$ cat src/rtl/sw_debounce.sv
// sw_debounce: synchronises and debounces N_SW slide-switch inputs.
// Each bit passes through a two-flop synchroniser, then a per-bit FSM that
// accepts a new level only after DEBOUNCE_CYCLES consecutive equal samples.
//
// Ports:
//   clk       in   1     system clock
//   rst       in   1     synchronous, active-high reset
//   sw_in     in   N_SW  raw asynchronous switch inputs
//   sw_level  out  N_SW  debounced switch levels
//   sw_rise   out  N_SW  one-cycle pulse on an accepted 0->1 change
//   sw_fall   out  N_SW  one-cycle pulse on an accepted 1->0 change
//   sw_toggle out  N_SW  (SW_DEBOUNCE_TOGGLE_EN only) inverts on each sw_rise
//   led_out   out  1     |sw_level, or |sw_toggle with SW_DEBOUNCE_TOGGLE_EN
//
// Optional feature macro: SW_DEBOUNCE_TOGGLE_EN
module sw_debounce #(
   parameter int unsigned N_SW            = 3,
   parameter int unsigned DEBOUNCE_CYCLES = 50000,
   parameter int unsigned CNT_W           = 16
) (
   input  logic            clk,
   input  logic            rst,
   input  logic [N_SW-1:0] sw_in,
   output logic [N_SW-1:0] sw_level,
   output logic [N_SW-1:0] sw_rise,
   output logic [N_SW-1:0] sw_fall,
`ifdef SW_DEBOUNCE_TOGGLE_EN
   output logic [N_SW-1:0] sw_toggle,
`endif
   output logic            led_out
);

   typedef enum logic [1:0] {S0, W1, S1, W0} state_e;

   // Count value reached on the edge that registers the last qualifying sample
   localparam logic [CNT_W-1:0] CNT_LAST = CNT_W'(DEBOUNCE_CYCLES - 1);

   logic [N_SW-1:0]  sync1_q, sync1_d;
   logic [N_SW-1:0]  sync2_q, sync2_d;
   state_e           state_q [N_SW];
   state_e           state_d [N_SW];
   logic [CNT_W-1:0] cnt_q   [N_SW];
   logic [CNT_W-1:0] cnt_d   [N_SW];
   logic [N_SW-1:0]  level_q, level_d;
   logic [N_SW-1:0]  rise_q, rise_d;
   logic [N_SW-1:0]  fall_q, fall_d;
   logic             led_q, led_d;
`ifdef SW_DEBOUNCE_TOGGLE_EN
   logic [N_SW-1:0]  tog_q, tog_d;
`endif

   // Synchroniser, per-bit debounce FSMs and output derivation
   always_comb begin
      sync1_d = sw_in;
      sync2_d = sync1_q;
      state_d = state_q;
      cnt_d   = cnt_q;
      level_d = level_q;
      rise_d  = '0;
      fall_d  = '0;

      for (int i = 0; i < int'(N_SW); i++) begin
         case (state_q[i])
            S0: begin
               if (sync2_q[i]) begin
                  state_d[i] = W1;
                  cnt_d[i]   = CNT_W'(1);
               end
            end
            W1: begin
               if (!sync2_q[i]) begin
                  state_d[i] = S0;
                  cnt_d[i]   = '0;
               end else if (cnt_q[i] == CNT_LAST) begin
                  state_d[i] = S1;
                  cnt_d[i]   = '0;
                  level_d[i] = 1'b1;
                  rise_d[i]  = 1'b1;
               end else begin
                  cnt_d[i] = cnt_q[i] + CNT_W'(1);
               end
            end
            S1: begin
               if (!sync2_q[i]) begin
                  state_d[i] = W0;
                  cnt_d[i]   = CNT_W'(1);
               end
            end
            W0: begin
               if (sync2_q[i]) begin
                  state_d[i] = S1;
                  cnt_d[i]   = '0;
               end else if (cnt_q[i] == CNT_LAST) begin
                  state_d[i] = S0;
                  cnt_d[i]   = '0;
                  level_d[i] = 1'b0;
                  fall_d[i]  = 1'b1;
               end else begin
                  cnt_d[i] = cnt_q[i] + CNT_W'(1);
               end
            end
            default: begin
               state_d[i] = S0;
               cnt_d[i]   = '0;
            end
         endcase
      end

`ifdef SW_DEBOUNCE_TOGGLE_EN
      // Toggle flips with the rise pulse; led follows one edge later
      tog_d = tog_q ^ rise_d;
      led_d = |tog_q;
`else
      // Computed from the next level so led changes on the same edge
      led_d = |level_d;
`endif
   end

   // State registers
   always_ff @(posedge clk) begin
      if (rst) begin
         sync1_q <= '0;
         sync2_q <= '0;
         state_q <= '{default: S0};
         cnt_q   <= '{default: '0};
         level_q <= '0;
         rise_q  <= '0;
         fall_q  <= '0;
         led_q   <= 1'b0;
`ifdef SW_DEBOUNCE_TOGGLE_EN
         tog_q   <= '0;
`endif
      end else begin
         sync1_q <= sync1_d;
         sync2_q <= sync2_d;
         state_q <= state_d;
         cnt_q   <= cnt_d;
         level_q <= level_d;
         rise_q  <= rise_d;
         fall_q  <= fall_d;
         led_q   <= led_d;
`ifdef SW_DEBOUNCE_TOGGLE_EN
         tog_q   <= tog_d;
`endif
      end
   end

   assign sw_level  = level_q;
   assign sw_rise   = rise_q;
   assign sw_fall   = fall_q;
   assign led_out   = led_q;
`ifdef SW_DEBOUNCE_TOGGLE_EN
   assign sw_toggle = tog_q;
`endif

endmodule

$ cat config.mk
export PLATFORM = sky130hd
export DESIGN_NAME = sw_debounce
export DESIGN_NICKNAME = d
export VERILOG_FILES = /design/src/rtl/sw_debounce.sv
export SDC_FILE = /design/constraint.sdc
export NUM_CORES = 1
export LEC_CHECK = 0
export ABC_AREA = 1
export BUFFER_PORTS_ARGS = -buffer_cell sky130_fd_sc_hd__clkbuf_2
export CORE_ASPECT_RATIO = 1.25
export CORE_UTILIZATION = 55
export CTS_CLUSTER_DIAMETER = 60
export CTS_CLUSTER_SIZE = 12
export DETAILED_ROUTE_END_ITERATION = 10
export PLACE_DENSITY = 0.72
export SKIP_LAST_GASP = 1
export SLEW_MARGIN = 10
export SYNTH_ARGS = -nofsm -noshare
export SYNTH_HDL_FRONTEND = slang
export SYNTH_SLANG_ARGS = --single-unit
export TNS_END_PERCENT = 10
$ cat constraint.sdc
create_clock -name clk -period 2.3 [get_ports clk]
set_input_delay 0.23 -clock clk [delete_from_list [all_inputs] [get_ports clk]]
set_output_delay 0.23 -clock clk [all_outputs]
set_load 0.01 [all_outputs]
==> results_dict.tcl, run 1 <==
set metrics [dict create \
    synth_edf_count 0 \
    dp_hpwl_mm 6.06 \
    htree_levels 3 \
    post_cts_resized 0 \
    ys_async_sr_fraction_pct 0 \
    hold_buffers 0 \
    grt_max_degree 44 \
    maxSlewViolCount 0 \
    root_buffer "clkbuf_8" \
    rsz0062_at_grt "false" \
    grt_pass1_wl_mm 14.6 \
    skew_ns 0.0126 \
    fmax_ghz 0.591 \
    vias 3719 \
    antenna_cells 0 \
    tritoncts "built" \
    start_kind "register" \
    utilization_pct 62.6 \
    gr-usage-met2_pct 43.3 \
    p_per_area_mw_per_mm2 580 \
    place_congestion 0.879 \
    track_usage_pct 24.8 \
    worst_pin_slew_ns 0.736 \
    postLayoutCellArea_mm2 0.00419 \
    hold_viol_final 0 \
    synth.yosys.seq_area_share_pct 36.0 \
    ios 15 \
    p_sw_mw 0.715 \
    drive_gt1_share_pct 9.65 \
    die_h_um 96.0 \
    setup_viol 0 \
    ctsLongestPathBuffers 2 \
    fin_setup_tns_ns 0 \
    fin_crit_ns 1.69 \
    wl_per_cell_um 11.8 \
    critPathMaxFanout 11 \
    nFillCells 657 \
    drtIter0Drc 254 \
    clock_sinks 70 \
    yosys_register_bits 70 \
    outcome "finished clean" \
    cts_inserted_buffers 9 \
    totalWireLength_mm 8.46 \
    core_mm2 0.00669 \
    yosysWarnings 0 \
    pwr-share-seq_pct 52.4 \
    slowest_stage "dfxtp_1" \
    cp-end-kind "register" \
    die_w_um 77.2 \
    synth_area_per_cell_um2 6.34 \
    initial_core_util_pct 58.1 \
    cp_data_required_time_ns 2.58 \
    cp_common_cell "nand2_1" \
    cp.arrival_ns 1.97 \
    syn-num-nets 621 \
    synth_cells 613 \
    synth_common_cells "nand2_1 (182), nor2_1 (85), inv_1 (80)" \
    layout_setup_ws_ns 0.608 \
    nets 635 \
    grt_use_met3_pct 5.50 \
    synthesis.area_mm2 0.00389 \
    worstHoldPathType "in -> reg" \
    ff2ff_setup_slack_ns 0.61 \
    grt_util_met1_pct 29.1 \
    grt_busiest_layer "met2" \
    portBuffers 14 \
    critPathKind "reg -> reg" \
    reg2reg_depth 10 \
    grt_overflow 0 \
    finalCritPeriodShare_pct 73.6 \
    clkPwrFrac_pct 37.7 \
    synth_area_leaders "dfxtp_1 (36%), nand2_1 (18%), nor2_1 (8.2%)" \
    path_clk_slew_ns 0.09 \
    critPathMaxStageDelay_ns 0.35 \
    dieArea_mm2 0.00741 \
    vias_per_cell 5.17 \
    combinationalPowerShare_pct 9.9 \
    pre_cts_slack_ns 0.625 \
    ys.flop_type "dfxtp_1" \
    yosysTopAreaCell "dfxtp_1" \
    drv_cap 0 \
    totalPowerFinal_mw 2.43 \
    grt_pass1_vias 3296 \
    ant_nets 0 \
    placed_area_mm2 0.00401 \
    switching_share_pct 29.5 \
    yosysMostFrequentCell "nand2_1" \
    dr.pass1.iters 4 \
    antenna_found_initial 0 \
    insertion_delay_ns 0.35 \
    ir_drop_uv 478 \
    drc 0 \
    synth_top_cell_area_share_pct 36.0 \
    p_int_mw 1.71 \
    yosysUniqueCellTypes 32 \
    fp-row-count 33 \
    post_cts.repair.setup_buffers 0 \
    cp_cell_sequence "ha_1 -> nand2_1 -> inv_1 -> nand2_1 -> nor2_1 -> nand2_1 -> nand2_2 -> inv_1 -> o21ai_0 -> a21oi_1" \
    power_leakage_nw 1.62 \
    min_delay_path_depth 3 \
    slew_headroom_pct 50.9 \
    area_growth_pct 7.63 \
]
[cells by family after synthesis]
kind of cell,Yosys count,synth area share [%]
DFF,70,36.0
buffers and inverters,97,10.2
adders and majority gates,3,0.965
xor gates and xnor gates,4,0.901
AOI/OAI and AO/OA,79,11.0
and+or+nand+nor,360,40.9
[metrics by stage]
stage / hold WS, ns / cells
finish: 0.0565 / 719
global route: 0.0550 / 719
CTS: 0.0477 / 719
detailed placement: 0.396 / 703
global placement: 0.392 / 703
floorplan: 0.337 / 613
[layout by cell type (no fill, tap or decap), drive strengths merged, types with 4 or more instances in the layout]
cell type  count
clkbuf        23
inv           87
o21ai         28
dfxtp         70
xor2           4
nand3         50
nor2          94
a21oi         46
nand2        189
nand4         14
nor3          10
[layout make-up]
class | instances | area [um2] | area share [%]
Tap cell | 87 | 109 | 2.60
Clock buffer | 9 | 124 | 2.96
Multi-Input combinational cell | 446 | 2090 | 50.0
Timing Repair Buffer | 17 | 92.6 | 2.21
Inverter | 83 | 312 | 7.44
Sequential cell | 70 | 1400 | 33.5
Clock inverter | 7 | 55.1 | 1.32
[state kept, by name (all words and copies together) (netlist names), named ones only]
| register | cells |
|---|---|
| cnt_q | 48 |
| state_q | 3 |
| sw_fall | 3 |
| sw_level | 3 |
| sw_rise | 3 |
| sync1_q | 3 |
| sync2_q | 3 |
| led_out | 1 |
[worst max-delay path: cells and delay by family, from the launching register on]
kind            cells  cell delay [ns]
compound gates      2             0.29
fa+ha+maj           1             0.22
buf+inv             2             0.34
flops               1             0.35
simple gates        5             0.43
[worst paths after layout]
kind | end | start
worst max-delay path | cnt_q[40] | cnt_q[32]
worst min-delay path | sync1_q[1] | sw_in[1]
worst max register to register | cnt_q[40] | cnt_q[32]
worst min register to register | sync2_q[0] | sync1_q[0]
[metal layers]
layer / wire (um) / part of all wire [%] / up-vias
met5: 0 / 0 / -
met4: 233 / 2.8 / 0
met3: 323 / 3.8 / 17
met2: 4040 / 48 / 67
met1: 3870 / 46 / 1668
li1: - / - / 1967
[power groups by stage]
| stage | Sequential, mW | Combinational, mW | Clock [mW] |
|---|---|---|---|
| 2_1_floorplan | 1.29 | 0.190 | 0 |
| 3_3_place_gp | 1.30 | 0.234 | 0 |
| 3_5_place_dp | 1.30 | 0.240 | 0 |
| 4_1_cts | 1.27 | 0.241 | 0.936 |
| 5_1_grt | 1.28 | 0.273 | 0.985 |
| 6_report | 1.27 | 0.240 | 0.915 |
Note: power is estimated with default switching activity, not from simulation.
==> run 2, diff against run 1 <==
Clock period 2.3 ns to 1.76 ns, I/O delays scaled along.
==> run 2 against run 1 <==
  * Total power rose by 43%
  * Largest cell class unchanged
  * Largest power group unchanged
  * Wire length rose by 0.18%
  * Via count fell by 0.54%
  * First-iteration DRC count fell by 25%
  * Sequential power rose by 31%
  * Clock-buffer cell count did not move
  * Worst hold slack got worse by 0.042 ns
  * Register-to-register slack got worse by 0.42 ns
==> results_dict.tcl, run 2 (synthesis gave the netlist of run 1 again) <==
set metrics [dict create \
    cts_inserted_buffers 9 \
    worstHoldPathType "in -> reg" \
    pwr-share-seq_pct 47.9 \
    skew_ns 0.0114 \
    drc 0 \
    ir_drop_uv 767 \
    place_congestion 0.892 \
    pre_cts_slack_ns 0.0791 \
    regMostFlops "cnt_q" \
    core_mm2 0.00669 \
    dp_hpwl_mm 5.97 \
    dr.pass1.iters 4 \
    path_clk_slew_ns 0.08 \
    vias_per_cell 5.11 \
    drtIter0Drc 190 \
    tritoncts "built" \
    grt_pass1_vias 3364 \
    antenna_found_initial 0 \
    final_common_cell "nand2_1" \
    outcome "finished clean" \
    nets 640 \
    clock_sinks 70 \
    die_w_um 77.2 \
    cp.arrival_ns 1.85 \
    switching_share_pct 26.8 \
    insertion_delay_ns 0.35 \
    combinationalPowerShare_pct 9.6 \
    ctsLongestPathBuffers 2 \
    fin_crit_ns 1.57 \
    p_per_area_mw_per_mm2 811 \
    grt_use_met3_pct 4.55 \
    nFillCells 656 \
    drv_cap 0 \
    setup_viol 0 \
    critPathKind "reg -> reg" \
    crit_buf_inv 0 \
    clkPwrFrac_pct 42.5 \
    p_int_mw 2.54 \
    totalWireLength_mm 8.48 \
    drive_gt1_share_pct 10.5 \
    worst_pin_slew_ns 0.519 \
    p_sw_mw 0.930 \
    antenna_cells 0 \
    wl_per_cell_um 11.7 \
    critPathMaxFanout 15 \
    grt_busiest_layer "met2" \
    grt_overflow 0 \
    largest_reg_flops 48 \
    cp_top_family "simple AND/OR/NAND/NOR gates" \
    start_kind "register" \
    hold_viol_final 0 \
    slew_headroom_pct 65.4 \
    cp_data_required_time_ns 2.03 \
    layout_setup_ws_ns 0.187 \
    maxSlewViolCount 0 \
    cp_common_cell "nor2_8" \
    critPathMaxStageDelay_ns 0.33 \
    dieArea_mm2 0.00741 \
    htree_levels 3 \
    rsz0062_at_grt "true" \
    portBuffers 14 \
    gr-usage-met2_pct 44.6 \
    area_growth_pct 10.2 \
    power_leakage_nw 1.65 \
    initial_core_util_pct 58.1 \
    grt_pass1_wl_mm 14.5 \
    finalCritPeriodShare_pct 89.4 \
    grt_util_met1_pct 28.3 \
    fmax_ghz 0.636 \
    ant_nets 0 \
    final_cells 724 \
    place_inst 706 \
    layout_common_cells "nand2_1 (182), nor2_1 (85), inv_1 (79)" \
    utilization_pct 64.0 \
    track_usage_pct 24.6 \
    vias 3699 \
    fp-row-count 33 \
    die_h_um 96.0 \
    slowest_stage "dfxtp_1" \
    ios 15 \
    cp_cell_sequence "ha_1 -> nand2_1 -> nor2_8 -> nand2_2 -> nor2_4 -> nor2_8 -> o21ai_0 -> a21oi_1" \
    grt_max_degree 44 \
    root_buffer "clkbuf_8" \
    cp-end-kind "register" \
]
[run 2: cell count changes in the layout (fill, tap and decap cells not counted), sizes merged]
cell / previous run / this run
buf: 3 / 6
inv: 87 / 84
bufinv: 0 / 2
clkinv: 1 / 3
dlygate4sd3: 0 / 1
[run 2: metal layers]
metal,vias to the layer above,part of all wire [%],wire (um)
met5,-,0,0
met4,0,2.3,193
met3,15,3.3,278
met2,54,49,4160
met1,1659,45,3850
li1,1971,-,-
[run 2: worst min-delay path: cells and delay by family]
family                 cells  cell delay [ns]
buffers and inverters      2             0.12
AND/OR/NAND/NOR            1             0.04
[run 2: path summary, 6_finish.rpt]
| kind | from | to | slack (ns) | depth (start not counted) |
|---|---|---|---|---|
| worst min register to register | sync1_q[0] | sync2_q[0] | 0.41 | 2 |
| worst max-delay path | cnt_q[16] | cnt_q[25] | 0.19 | 8 |
| worst max register to register | cnt_q[16] | cnt_q[25] | 0.19 | 8 |
| worst min-delay path | sw_in[2] | sync1_q[2] | 0.01 | 3 |
[run 2: per-stage QoR]
stage	hold slack [ns]	power (mW)	instance area [um2]	setup TNS (ns)
after global placement	0.377	2.02	4030	0
after global routing	0.00458	3.62	4280	-0.0363
final	0.0147	3.47	4280	0
after detailed placement	0.373	2.03	4030	0
after CTS	0.00595	3.49	4270	0
after floorplan	0.283	1.94	3890	0
[run 2: final cells by class]
cell class | count | area (um2) | area share (%)
sequential | 70 | 1400 | 32.7
timing repair inverter | 1 | 7.51 | 0.175
timing repair buffer | 21 | 125 | 2.92
clock buffer | 9 | 124 | 2.89
inverter | 83 | 315 | 7.36
clock inverter | 7 | 104 | 2.42
multi-input combinational | 446 | 2100 | 48.9
tap | 87 | 109 | 2.54
[run 2: repair_timing]
action                     CTS  global route
resized for setup            0             4
setup endpoints to repair    0            13
setup buffers                0             0
hold buffers                 1             0
hold endpoints to repair     1             0
[run 2: power by group through the flow]
stage	Combinational, mW	Sequential, mW	Clock (mW)
final	0.333	1.66	1.48
after CTS	0.330	1.66	1.50
after floorplan	0.248	1.69	0
after detailed placement	0.327	1.70	0
after global routing	0.380	1.67	1.57
after global placement	0.322	1.70	0
==> run 3, diff against run 2 <==
Settings changed: CORE_UTILIZATION 55 to 40, PLACE_DENSITY 0.72 to default, RECOVER_POWER from default to 50, SKIP_LAST_GASP 1 to default.
==> run 3 against run 2 <==
  * Clock-buffer cell count grew 3
  * Maximum frequency shrank 4.1%
  * Sequential share of layout area shrank 0.77 points
  * First-iteration DRC count rose by 15%
  * Global-route usage down 5.4 points
  * Via count up 1.4%
  * Total power increased by 13%
  * Die area up 37%
  * Non-clock buffer count decreased by 1
  * Register-to-register slack got worse by 0.07 ns
  * Wire length is 8.0% higher
  * Combinational power is essentially flat
  * Largest cell class unchanged
  * Highest routed layer unchanged
==> results_dict.tcl, run 3 (synthesis gave the netlist of run 1 again) <==
set metrics [dict create \
    finalCritPeriodShare_pct 93.2 \
    vias_per_cell 4.94 \
    worst_pin_slew_ns 0.532 \
    fp-row-count 39 \
    totalWireLength_mm 9.15 \
    critPathMaxFanout 15 \
    post_cts.repair.setup_buffers 0 \
    combinationalPowerShare_pct 8.5 \
    nets 639 \
    die_h_um 112 \
    p_int_mw 3.01 \
    path_clk_slew_ns 0.06 \
    core_mm2 0.00927 \
    root_buffer "clkbuf_16" \
    tritoncts "built" \
    skew_ns 0.00558 \
    cp_top_family "simple AND/OR/NAND/NOR gates" \
    rsz0062_at_grt "true" \
    start_kind "register" \
    place_congestion 0.839 \
    drive_gt1_share_pct 8.49 \
    totalPowerFinal_mw 3.94 \
    cp-end-kind "register" \
    clock_sinks 70 \
    min_from "sw_in[1]" \
    nFillCells 1008 \
    antenna_cells 0 \
    multi_input_area_mm2 0.00209 \
    antenna_found_initial 0 \
    drtIter0Drc 218 \
    largest_reg_flops 48 \
    dieArea_mm2 0.0101 \
    ir_drop_uv 610 \
    setup_viol 0 \
    cp.arrival_ns 1.90 \
    ctsLongestPathBuffers 2 \
    outcome "finished clean" \
    regMostFlops "cnt_q" \
    final_common_cell "nand2_1" \
    grt_overflow 0 \
    fin_crit_ns 1.64 \
    drv_cap 0 \
    clkPwrFrac_pct 49.2 \
    initial_core_util_pct 41.9 \
    layout_common_cells "nand2_1 (182), nor2_1 (84), inv_1 (79)" \
    wl_per_cell_um 12.1 \
    p_sw_mw 0.934 \
    hold_viol_final 0 \
    ios 15 \
    fmax_ghz 0.610 \
    hold_buffers 0 \
    crit_buf_inv 0 \
    drc 0 \
    ant_nets 0 \
    switching_share_pct 23.7 \
    track_usage_pct 19.2 \
    pwr-share-seq_pct 42.3 \
    maxSlewViolCount 0 \
    grt_pass1_wl_mm 15.8 \
    r2r_start "cnt_q[16]" \
    area_growth_pct 12.8 \
    htree_levels 3 \
    cp_cell_sequence "ha_1 -> nand2_1 -> nor2_8 -> nand2_1 -> nor2_4 -> nor2_8 -> o21ai_0 -> a21oi_1" \
    vias 3750 \
    fin_setup_tns_ns 0 \
    cp_data_required_time_ns 2.02 \
    portBuffers 14 \
    slew_headroom_pct 64.5 \
    insertion_delay_ns 0.33 \
    dp_hpwl_mm 6.35 \
    die_w_um 90.2 \
    grt_pass1_vias 3524 \
    seq_area_mm2 0.00140 \
    post_cts_resized 0 \
    cp-startpoint "cnt_q[16]" \
    power_leakage_nw 1.66 \
    cts_inserted_buffers 9 \
    dr.pass1.iters 5 \
    worstHoldPathType "in -> reg" \
    grt_max_degree 44 \
    critPathMaxStageDelay_ns 0.33 \
    p_per_area_mw_per_mm2 898 \
    slowest_stage "dfxtp_1" \
    critPathKind "reg -> reg" \
]
## run 3: cell type report
class,instances,share of cell area [%]
inverter,83,7.19
multi-input combinational,446,47.6
sequential,70,32.0
tap,123,3.51
clock buffer,12,5.62
timing repair buffer,20,2.34
timing repair inverter,1,0.171
clock inverter,4,1.60
## run 3: final timing paths
path	end	slack (ns)	cells after the start
setup reg to reg	cnt_q[25]	0.12	8
hold reg to reg	sync2_q[1]	0.41	2
setup / recovery	cnt_q[25]	0.12	8
hold / removal	sync1_q[1]	0.04	3
## run 3: metrics by stage
step	std cells	setup slack, ns	hold slack [ns]	util [%]	area [um2]
floorplan	613	0.313	0.283	-	3890
global placement	742	0.129	0.378	43.9	4070
detailed placement	742	0.0261	0.374	43.9	4070
CTS	758	0.0267	0.0283	47.4	4390
global route	759	-0.0151	0.0350	47.3	4390
finish	759	0.120	0.0397	47.3	4390
## run 3: power by group through the flow
stage | Clock (mW) | Combinational [mW] | Sequential (mW)
after floorplan | 0 | 0.248 | 1.69
after global placement | 0 | 0.332 | 1.70
after detailed placement | 0 | 0.337 | 1.70
after CTS | 1.99 | 0.337 | 1.67
after global routing | 2.07 | 0.379 | 1.67
final | 1.94 | 0.335 | 1.67
## run 3: worst reg2reg max path: cells and delay by family (launching register included)
family	cells	cell delay, ns
AND/OR/NAND/NOR	5	0.70
AO/OA/AOI/OAI	2	0.33
flip-flops	1	0.33
adder cells (fa/ha/maj)	1	0.21
## run 3: per-layer routing
layer / track usage (%) / up-vias / wire (um)
met3: 4.40 / 13 / 290
met1: 22.8 / 1694 / 4270
met2: 33.3 / 70 / 4400
met4: 7.85 / 0 / 191
li1: - / 1973 / -
met5: 0 / - / 0
